[src/rtl/fwd_hazard_ctrl_pkg.sv]
// rtl/fwd_hazard_ctrl_pkg.sv - shared pipeline types and forwarding select encodings
package fwd_hazard_ctrl_pkg;

  localparam int REG_W = 5;

  typedef logic [REG_W-1:0] reg_idx_t;

  typedef enum logic [1:0] {
    FWD_NONE        = 2'd0,
    FWD_FROM_EX_MEM = 2'd1,
    FWD_FROM_MEM_WB = 2'd2
  } fwd_sel_t;

  typedef struct packed {
    logic     valid;
    reg_idx_t rd;
    logic     reg_we;
    logic     is_load;
  } stage_entry_t;

  typedef struct packed {
    stage_entry_t base;
    reg_idx_t     rs1;
    reg_idx_t     rs2;
    logic         use_rs1;
    logic         use_rs2;
    logic         alu_src;
    logic         mem_we;
  } ex_entry_t;

  // True when the entry will write register r; register 0 is never a producer.
  function automatic logic writes_reg(input stage_entry_t e, input reg_idx_t r);
    return e.valid && e.reg_we && (e.rd != '0) && (e.rd == r);
  endfunction

endpackage

[src/rtl/fwd_hazard_ctrl_match.sv]
// rtl/fwd_hazard_ctrl_match.sv - combinational operand compare against MEM and WB entries
module fwd_match
  import fwd_hazard_ctrl_pkg::*;
(
  input  reg_idx_t     src,
  input  logic         use_src,
  input  stage_entry_t mem,
  input  stage_entry_t wb,
  output logic [1:0]   sel
);

  // The MEM entry is the newer producer, so it wins over WB.
  always_comb begin
    sel = FWD_NONE;
    if (use_src && writes_reg(mem, src)) begin
      sel = FWD_FROM_EX_MEM;
    end else if (use_src && writes_reg(wb, src)) begin
      sel = FWD_FROM_MEM_WB;
    end
  end

endmodule

[src/rtl/fwd_hazard_ctrl.sv]
// rtl/fwd_hazard_ctrl.sv - pipeline stage tracker producing forwarding selects and load-use stalls
module fwd_hazard_ctrl
  import fwd_hazard_ctrl_pkg::*;
(
  input  logic       clk,
  input  logic       reset_n,
  input  logic       id_valid,
  input  logic [4:0] id_rs1,
  input  logic [4:0] id_rs2,
  input  logic       id_use_rs1,
  input  logic       id_use_rs2,
  input  logic [4:0] id_rd,
  input  logic       id_reg_we,
  input  logic       id_is_load,
  input  logic       id_alu_src,
  input  logic       id_mem_we,
  input  logic       ex_flush,
  input  logic       mem_busy,
  output logic [1:0] op_a_sel,
  output logic [1:0] op_b_sel,
  output logic       alu_src,
  output logic       mem_we,
  output logic       stall_if_id,
  output logic       bubble_ex,
  output logic       freeze
);

  ex_entry_t    ex_q;
  ex_entry_t    id_entry;
  stage_entry_t mem_q;
  stage_entry_t wb_q;
  logic         load_use;
  logic         load_bubble;

  always_comb begin
    id_entry              = '0;
    id_entry.base.valid   = id_valid;
    id_entry.base.rd      = id_rd;
    id_entry.base.reg_we  = id_reg_we;
    id_entry.base.is_load = id_is_load;
    id_entry.rs1          = id_rs1;
    id_entry.rs2          = id_rs2;
    id_entry.use_rs1      = id_use_rs1;
    id_entry.use_rs2      = id_use_rs2;
    id_entry.alu_src      = id_alu_src;
    id_entry.mem_we       = id_mem_we;
  end

  // A load in EX cannot forward its data to the instruction right behind it.
  always_comb begin
    load_use = id_valid && ex_q.base.is_load &&
               ((id_use_rs1 && writes_reg(ex_q.base, id_rs1)) ||
                (id_use_rs2 && writes_reg(ex_q.base, id_rs2)));
  end

  assign load_bubble = load_use || ex_flush || !id_valid;

  always_ff @(posedge clk or negedge reset_n) begin
    if (!reset_n) begin
      ex_q  <= '0;
      mem_q <= '0;
      wb_q  <= '0;
    end else if (!mem_busy) begin
      wb_q  <= mem_q;
      mem_q <= ex_q.base;
      ex_q  <= load_bubble ? '0 : id_entry;
    end
  end

  fwd_match u_fwd_a (
    .src     (ex_q.rs1),
    .use_src (ex_q.base.valid && ex_q.use_rs1),
    .mem     (mem_q),
    .wb      (wb_q),
    .sel     (op_a_sel)
  );

  fwd_match u_fwd_b (
    .src     (ex_q.rs2),
    .use_src (ex_q.base.valid && ex_q.use_rs2),
    .mem     (mem_q),
    .wb      (wb_q),
    .sel     (op_b_sel)
  );

  assign alu_src = ex_q.base.valid && ex_q.alu_src;
  assign mem_we  = ex_q.base.valid && ex_q.mem_we;

  // Flush overrides a load-use stall: the dependent instruction is being killed anyway.
  assign stall_if_id = reset_n && (mem_busy || (load_use && !ex_flush));
  assign bubble_ex   = reset_n && (load_use || ex_flush);
  assign freeze      = reset_n && mem_busy;

endmodule

[config.mk]
export PLATFORM = sky130hd
export DESIGN_NAME = fwd_hazard_ctrl
export DESIGN_NICKNAME = d
export VERILOG_FILES = /design/src/rtl/fwd_hazard_ctrl_pkg.sv /design/src/rtl/fwd_hazard_ctrl_match.sv /design/src/rtl/fwd_hazard_ctrl.sv
export SDC_FILE = /design/constraint.sdc
export NUM_CORES = 1
export LEC_CHECK = 0
export ABC_AREA = 1
export BUFFER_PORTS_ARGS = -buffer_cell sky130_fd_sc_hd__buf_2
export CELL_PAD_IN_SITES_DETAIL_PLACEMENT = 1
export CELL_PAD_IN_SITES_GLOBAL_PLACEMENT = 1
export CORE_MARGIN = 2
export CORE_UTILIZATION = 36
export DETAILED_ROUTE_END_ITERATION = 12
export MAX_ROUTING_LAYER = met4
export PLACE_DENSITY_LB_ADDON = 0.1
export REMOVE_ABC_BUFFERS = 1
export SLEW_MARGIN = 25
export SYNTH_ARGS = -nofsm -noshare
export SYNTH_HDL_FRONTEND = slang
export SYNTH_SLANG_ARGS = --single-unit
[constraint.sdc]
create_clock -name clk -period 1.37 [get_ports clk]
set_input_delay 0.411 -clock clk [delete_from_list [all_inputs] [get_ports clk]]
set_output_delay 0.411 -clock clk [all_outputs]
set_load 0.02 [all_outputs]
=== Yosys cells after proc, flatten, opt, wreduce, memory -nomap -nowiden ===
Index checks and enable logic that the tools add are counted.

* Equality and inequality tests: 6
* Reductions and logical operators: 37
* Muxes and demuxes: 5

{| class="wikitable"
|+ Operators by type and width
! kind !! count
|-
| 5-bit equality test || 6
|-
| 1-bit logical AND || 28
|-
| 22-bit two-way mux || 1
|-
| 5-bit nonzero test || 3
|-
| 2-bit two-way mux || 4
|-
| 1-bit logical OR || 4
|-
| 1-bit zero test || 2
|}

* Bits in registers: 36
* Bits of input ports: 26
* Output and inout port bits: 9
* Logic and storage cells: 64

=== Logic depth before layout (Yosys ltp) ===
* Depth after elaboration: 9
* Depth in mapped cells: 10
* Gate-level depth less buffers: 9

=== Hierarchy ===
Synthesis repeated with hierarchy kept, for this count alone.

* Cell total of the unflattened synthesis: 349
* Area total of the unflattened synthesis: 2,265.9 um^2

{| class="wikitable"
|+ By module, submodules not included
! module !! sequential area each (um^2) !! cells an instance !! area each (um^2) !! times used
|-
| fwd_hazard_ctrl || 950.9 || 231 || 1,795.5 || 1
|-
| fwd_match || 0.0 || 59 || 235.2 || 2
|}

=== Least setup slack after synthesis ===
OpenSTA, ideal clock, no wires.

* Path kind: flip-flop to output port
* Start point: register mem_q[2] in the netlist's numbering
* End point: output port op_a_sel[1]
* Arrival: 1,408 ps
* Buffers on the path: 0
* Data required time: 959 ps
* Stages on the path, launching flop included: 6
* Slack: -449 ps
* Cells stage by stage: dfrtp_1 or2_2 a21oi_1 nand4_1 nor2_1 nor2_1

* Word-level cells in the longest chain between the ends: 5
* Elaborated cells between the ends (all ways): 6

{| class="wikitable"
|+ Ends and longest elaborated chain
! element !! RTL line !! source
|-
| from (decl) || fwd_hazard_ctrl.sv:30 || <nowiki>stage_entry_t mem_q;</nowiki>
|-
| from (signal assigned) || fwd_hazard_ctrl.sv:65 || <nowiki>mem_q <= ex_q.base;</nowiki>
|-
| 5-bit nonzero test || fwd_hazard_ctrl_pkg.sv:33 || <nowiki>return e.valid && e.reg_we && (e.rd != '0) && (e.rd == r);</nowiki>
|-
| 1-bit logical AND || fwd_hazard_ctrl_pkg.sv:33 ||
|-
| 1-bit logical AND * || fwd_hazard_ctrl_pkg.sv:33 ||
|-
| 1-bit logical AND * || fwd_hazard_ctrl_match.sv:15 || <nowiki>if (use_src && writes_reg(mem, src)) begin</nowiki>
|-
| 2-bit two-way mux * || fwd_hazard_ctrl_match.sv:15 ||
|-
| to (decl) || fwd_hazard_ctrl.sv:19 || <nowiki>output logic [1:0] op_a_sel,</nowiki>
|}

Every way passes the cells marked *; elsewhere a longest branch is shown, timed or not.

=== Final worst setup path ===
* Start point: register ex_q[17] in the netlist's numbering
* End point: output port bubble_ex

* Word-level cells in the longest chain between the ends: 8
* Elaborated cells between the ends (all ways): 12

{| class="wikitable"
|+ Ends and longest elaborated chain
! element !! RTL line !! source
|-
| from (decl) || fwd_hazard_ctrl.sv:28 || <nowiki>ex_entry_t ex_q;</nowiki>
|-
| from (signal assigned) || fwd_hazard_ctrl.sv:66 || <nowiki>ex_q <= load_bubble ? '0 : id_entry;</nowiki>
|-
| 5-bit nonzero test || fwd_hazard_ctrl_pkg.sv:33 ||
|-
| 1-bit logical AND (2 in a row) || fwd_hazard_ctrl_pkg.sv:33 ||
|-
| 1-bit logical AND, on equally long branches || fwd_hazard_ctrl.sv:52, fwd_hazard_ctrl.sv:53 ||
|-
| 1-bit logical OR * || fwd_hazard_ctrl.sv:52 || <nowiki>((id_use_rs1 && writes_reg(ex_q.base, id_rs1)) ||</nowiki>
|-
| 1-bit logical AND * || fwd_hazard_ctrl.sv:51 || <nowiki>load_use = id_valid && ex_q.base.is_load &&</nowiki>
|-
| 1-bit logical OR * || fwd_hazard_ctrl.sv:91 || <nowiki>assign bubble_ex = reset_n && (load_use || ex_flush);</nowiki>
|-
| 1-bit logical AND * || fwd_hazard_ctrl.sv:91 ||
|-
| to (decl) || fwd_hazard_ctrl.sv:24 || <nowiki>output logic bubble_ex,</nowiki>
|}

Marked as above.

==> flow_summary_export.csv <==
group,metric,value,unit
sta,max_clock_freq,0.491,GHz
detailed_routing,dr.pass1.iters,4,
floorplan,initial_utilization,37.1,%
synthesis,synthAdderAreaFrac,0,%
detailed_routing,drt-initial-drc-count,51,
layout,syn_to_final_growth,41.6,%
job,cap_violations,0,
grt,grt_pass1_wl,10.5,mm
synthesis,postSynthCellCount,278,
floorplan,die_w,79.1,um
critical_path,path_cells,"inv_2 -> nand2_2 -> nand2_2 -> nor2_4 -> nand3_2 -> nand2_2 -> nand2_4 -> buf_6 -> a21boi_2 -> buf_4",
critical_path,slowest_delay,410,ps
synthesis,ys_warn_count,0,
synthesis,synth_compound_area_share,5.73,%
sta,final_hold_viol_count,0,
sta,rsz0062_at_grt,"true",
detailed_routing,finalWirelength,6.28,mm
layout,regArea,906,um^2
sta,setup_slack,-668,ps
detailed_routing,wire_per_inst,14.6,um
sta,post-route-period-util,149,%
layout,final_common_cell,"nand2_1",
synthesis,synth_top_cell_by_area,"dfrtp_1",
sta,worst_slew_pin_slew,411,ps
critical_path,path_common_cell,"nand2_2",
sta,setup_viol,30,
cts,htree_levels,2,
grt,grt_max_degree,33,
grt,grt_use_total,22.5,%
place,portBuffers,34,
critical_path,r2r-start,"ex_q[17]$_DFFE_PN0N_",
synthesis,netlist_area,2030,um^2
layout,final_area,2870,um^2
critical_path,cp_slowest_cell,"dfrtp_1",
critical_path,critPathKind,"reg2out",
critical_path,worstPathMaxFanout,4,
cts,clkLatencyLatePin,290,ps
place,dpl.hpwl,4.63,mm
layout,mostFrequentLayoutCells,"nand2_1, buf_4, dfrtp_1",
cts,cts.reportedPaths.clkPinSlew,80,ps
layout,multiInputGateArea,1050,um^2
synthesis,ys_seq_area_share,44.4,%
place,placed_area,2560,um^2
floorplan,rows,27,
synthesis,synthSimpleGateAreaFrac,36.2,%
place,place_congestion,0.843,
synthesis,ys_ff_latch,36,
floorplan,dieArea,6250,um^2
sta,finalCriticalPeriod,2040,ps
cts,ctsLongestPathBuffers,2,
critical_path,worstPathRequired,960,ps
cts,cts_tree,"done",
sta,slew_viol_final,0,
run_status,violations,"negative setup slack",
detailed_routing,post-route-drc-count,0,
sta,holdWs,32.5,ps
sta,relSlewSlack,72.6,%
critical_path,worstSetupStartpointType,"register",
cts,numCtsBuffers,5,
grt,grt_pass1_vias,2160,
synthesis,synth_top_family_by_area,"simple AND/OR/NAND/NOR gates",
critical_path,crit_path_start,"ex_q[17]$_DFFE_PN0N_",
synthesis,synth.avg_cell_area,7.30,um^2
layout,fill_cells,714,
run_status,status,"finished, violations left",
layout,nNetsFinal,382,
cts,hold_buffers,0,
synthesis,synth.area.mux_share,0,%
sta,clock_skew,7.94,ps
pwr,p_leak,1.58,nW
synthesis,synth.distinct_cells,24,
synthesis,ys_top_cells_by_area,"dfrtp_1, nand2_1, nand4_1",
floorplan,core_area,5470,um^2
floorplan,die_h,79.1,um
floorplan,ioPinCount,35,
cts,cts-root-buf,"clkbuf_8",
synthesis,synthFlopType,"dfrtp_1",
layout,drive_above_1_share,36.7,%
critical_path,worst-path-buf-inv,3,
pwr,irDropWorstVdd,0.402,mV
pwr,powerDensity,878,nW/um^2
critical_path,crit_family,"simple AND/OR/NAND/NOR gates",
synthesis,async_flop_share,100,%
worst_hold_path,hold_path_class,"in2async",
detailed_routing,postRouteAntennaNets,0,
synthesis,synth_edf_count,0,
critical_path,end_kind,"output port",
synthesis,synthXorXnorAreaFrac,4.75,%
detailed_routing,vias,2073,
detailed_routing,viasPerCell,4.83,
critical_path,arrival,1630,ps
synthesis,yosys.area.top_type_share,44.4,%
cts,cts_sinks,36,
layout,antenna_cells,0,
grt,grt_antenna_before_repair,0,
grt,grt.overflow.total,0,
sta,fin_setup_tns,-5440,ps
==> state kept, by name (all words and copies together) (netlist names) <==
| name | count |
|---|---|
| wb_q | 7 |
| ex_q | 22 |
| mem_q | 7 |
==> what timing repair did <==
item                       in CTS  in global routing
gates resized for setup        28                 29
pin swaps                       9                 14
gates cloned                    0                  0
setup endpoints to repair      31                 31
buffers inserted                4                  3
==> power by group <==
group | total (mW) | internal [mW] | leakage (nW) | switching (mW)
Clock | 0.753 | 0.354 | 0.0479 | 0.399
Combinational | 0.565 | 0.265 | 1.05 | 0.301
Sequential | 1.21 | 1.13 | 0.478 | 0.0720
Total | 2.52 | 1.75 | 1.58 | 0.771
==> cell usage after synthesis, types with 2 or more instances <==
master and instances:
nand4_1 24, or2_2 3, nor3_1 3, buf_2 4, buf_6 2, inv_2 4, inv_1 28, o21ai_0 14
nand2_1 104, a21oi_1 5, clkbuf_1 5, dfrtp_1 36, xnor2_1 6, nor2_1 17, xor2_1 5, nand3_1 10
==> area by class of cell <==
cell class              instances  share of cell area [%]
clock buffers                   5                    2.39
clock inverters                 3                   0.653
inverters                      32                    4.27
multi-input cells             199                    36.5
flip-flops and latches         36                    31.5
well taps                      72                    3.13
repair buffers                 82                    21.5
==> worst paths after layout <==
kind / to / slack (ps) / cells past startpoint
max in group asynchronous: wb_q[4]$_DFFE_PN0N_ / 880 / 2
hold reg to reg: ex_q[0]$_DFFE_PN0N_ / 470 / 2
setup / recovery: bubble_ex / -670 / 10
setup reg to reg: ex_q[14]$_DFFE_PN0N_ / -140 / 12
min in group clk: ex_q[19]$_DFFE_PN0N_ / 360 / 3
hold / removal: ex_q[19]$_DFFE_PN0N_ / 30 / 2
==> layer usage <==
metal	track usage, %	wire length, um
met1	28.7	2930
met2	37.4	3130
met4	6.55	95
met5	-	0
met3	3.41	132
==> through the flow <==
step | power (mW) | util [%] | instances | setup WS (ps)
final | 2.52 | 52.5 | 429 | -668
after global routing | 2.66 | 52.5 | 429 | -766
after CTS | 2.53 | 50.3 | 426 | -702
after detailed placement | 1.72 | 46.8 | 414 | -592
after global placement | 1.71 | 46.8 | 414 | -574
after floorplan | 1.43 | - | 267 | -472
==> logic make-up after synthesis <==
family          count (synthesis)
simple gates                  166
buf+inv                        43
flops                          36
compound gates                 22
xor+xnor                       11
No activity file was read; power rests on OpenSTA's default activity.
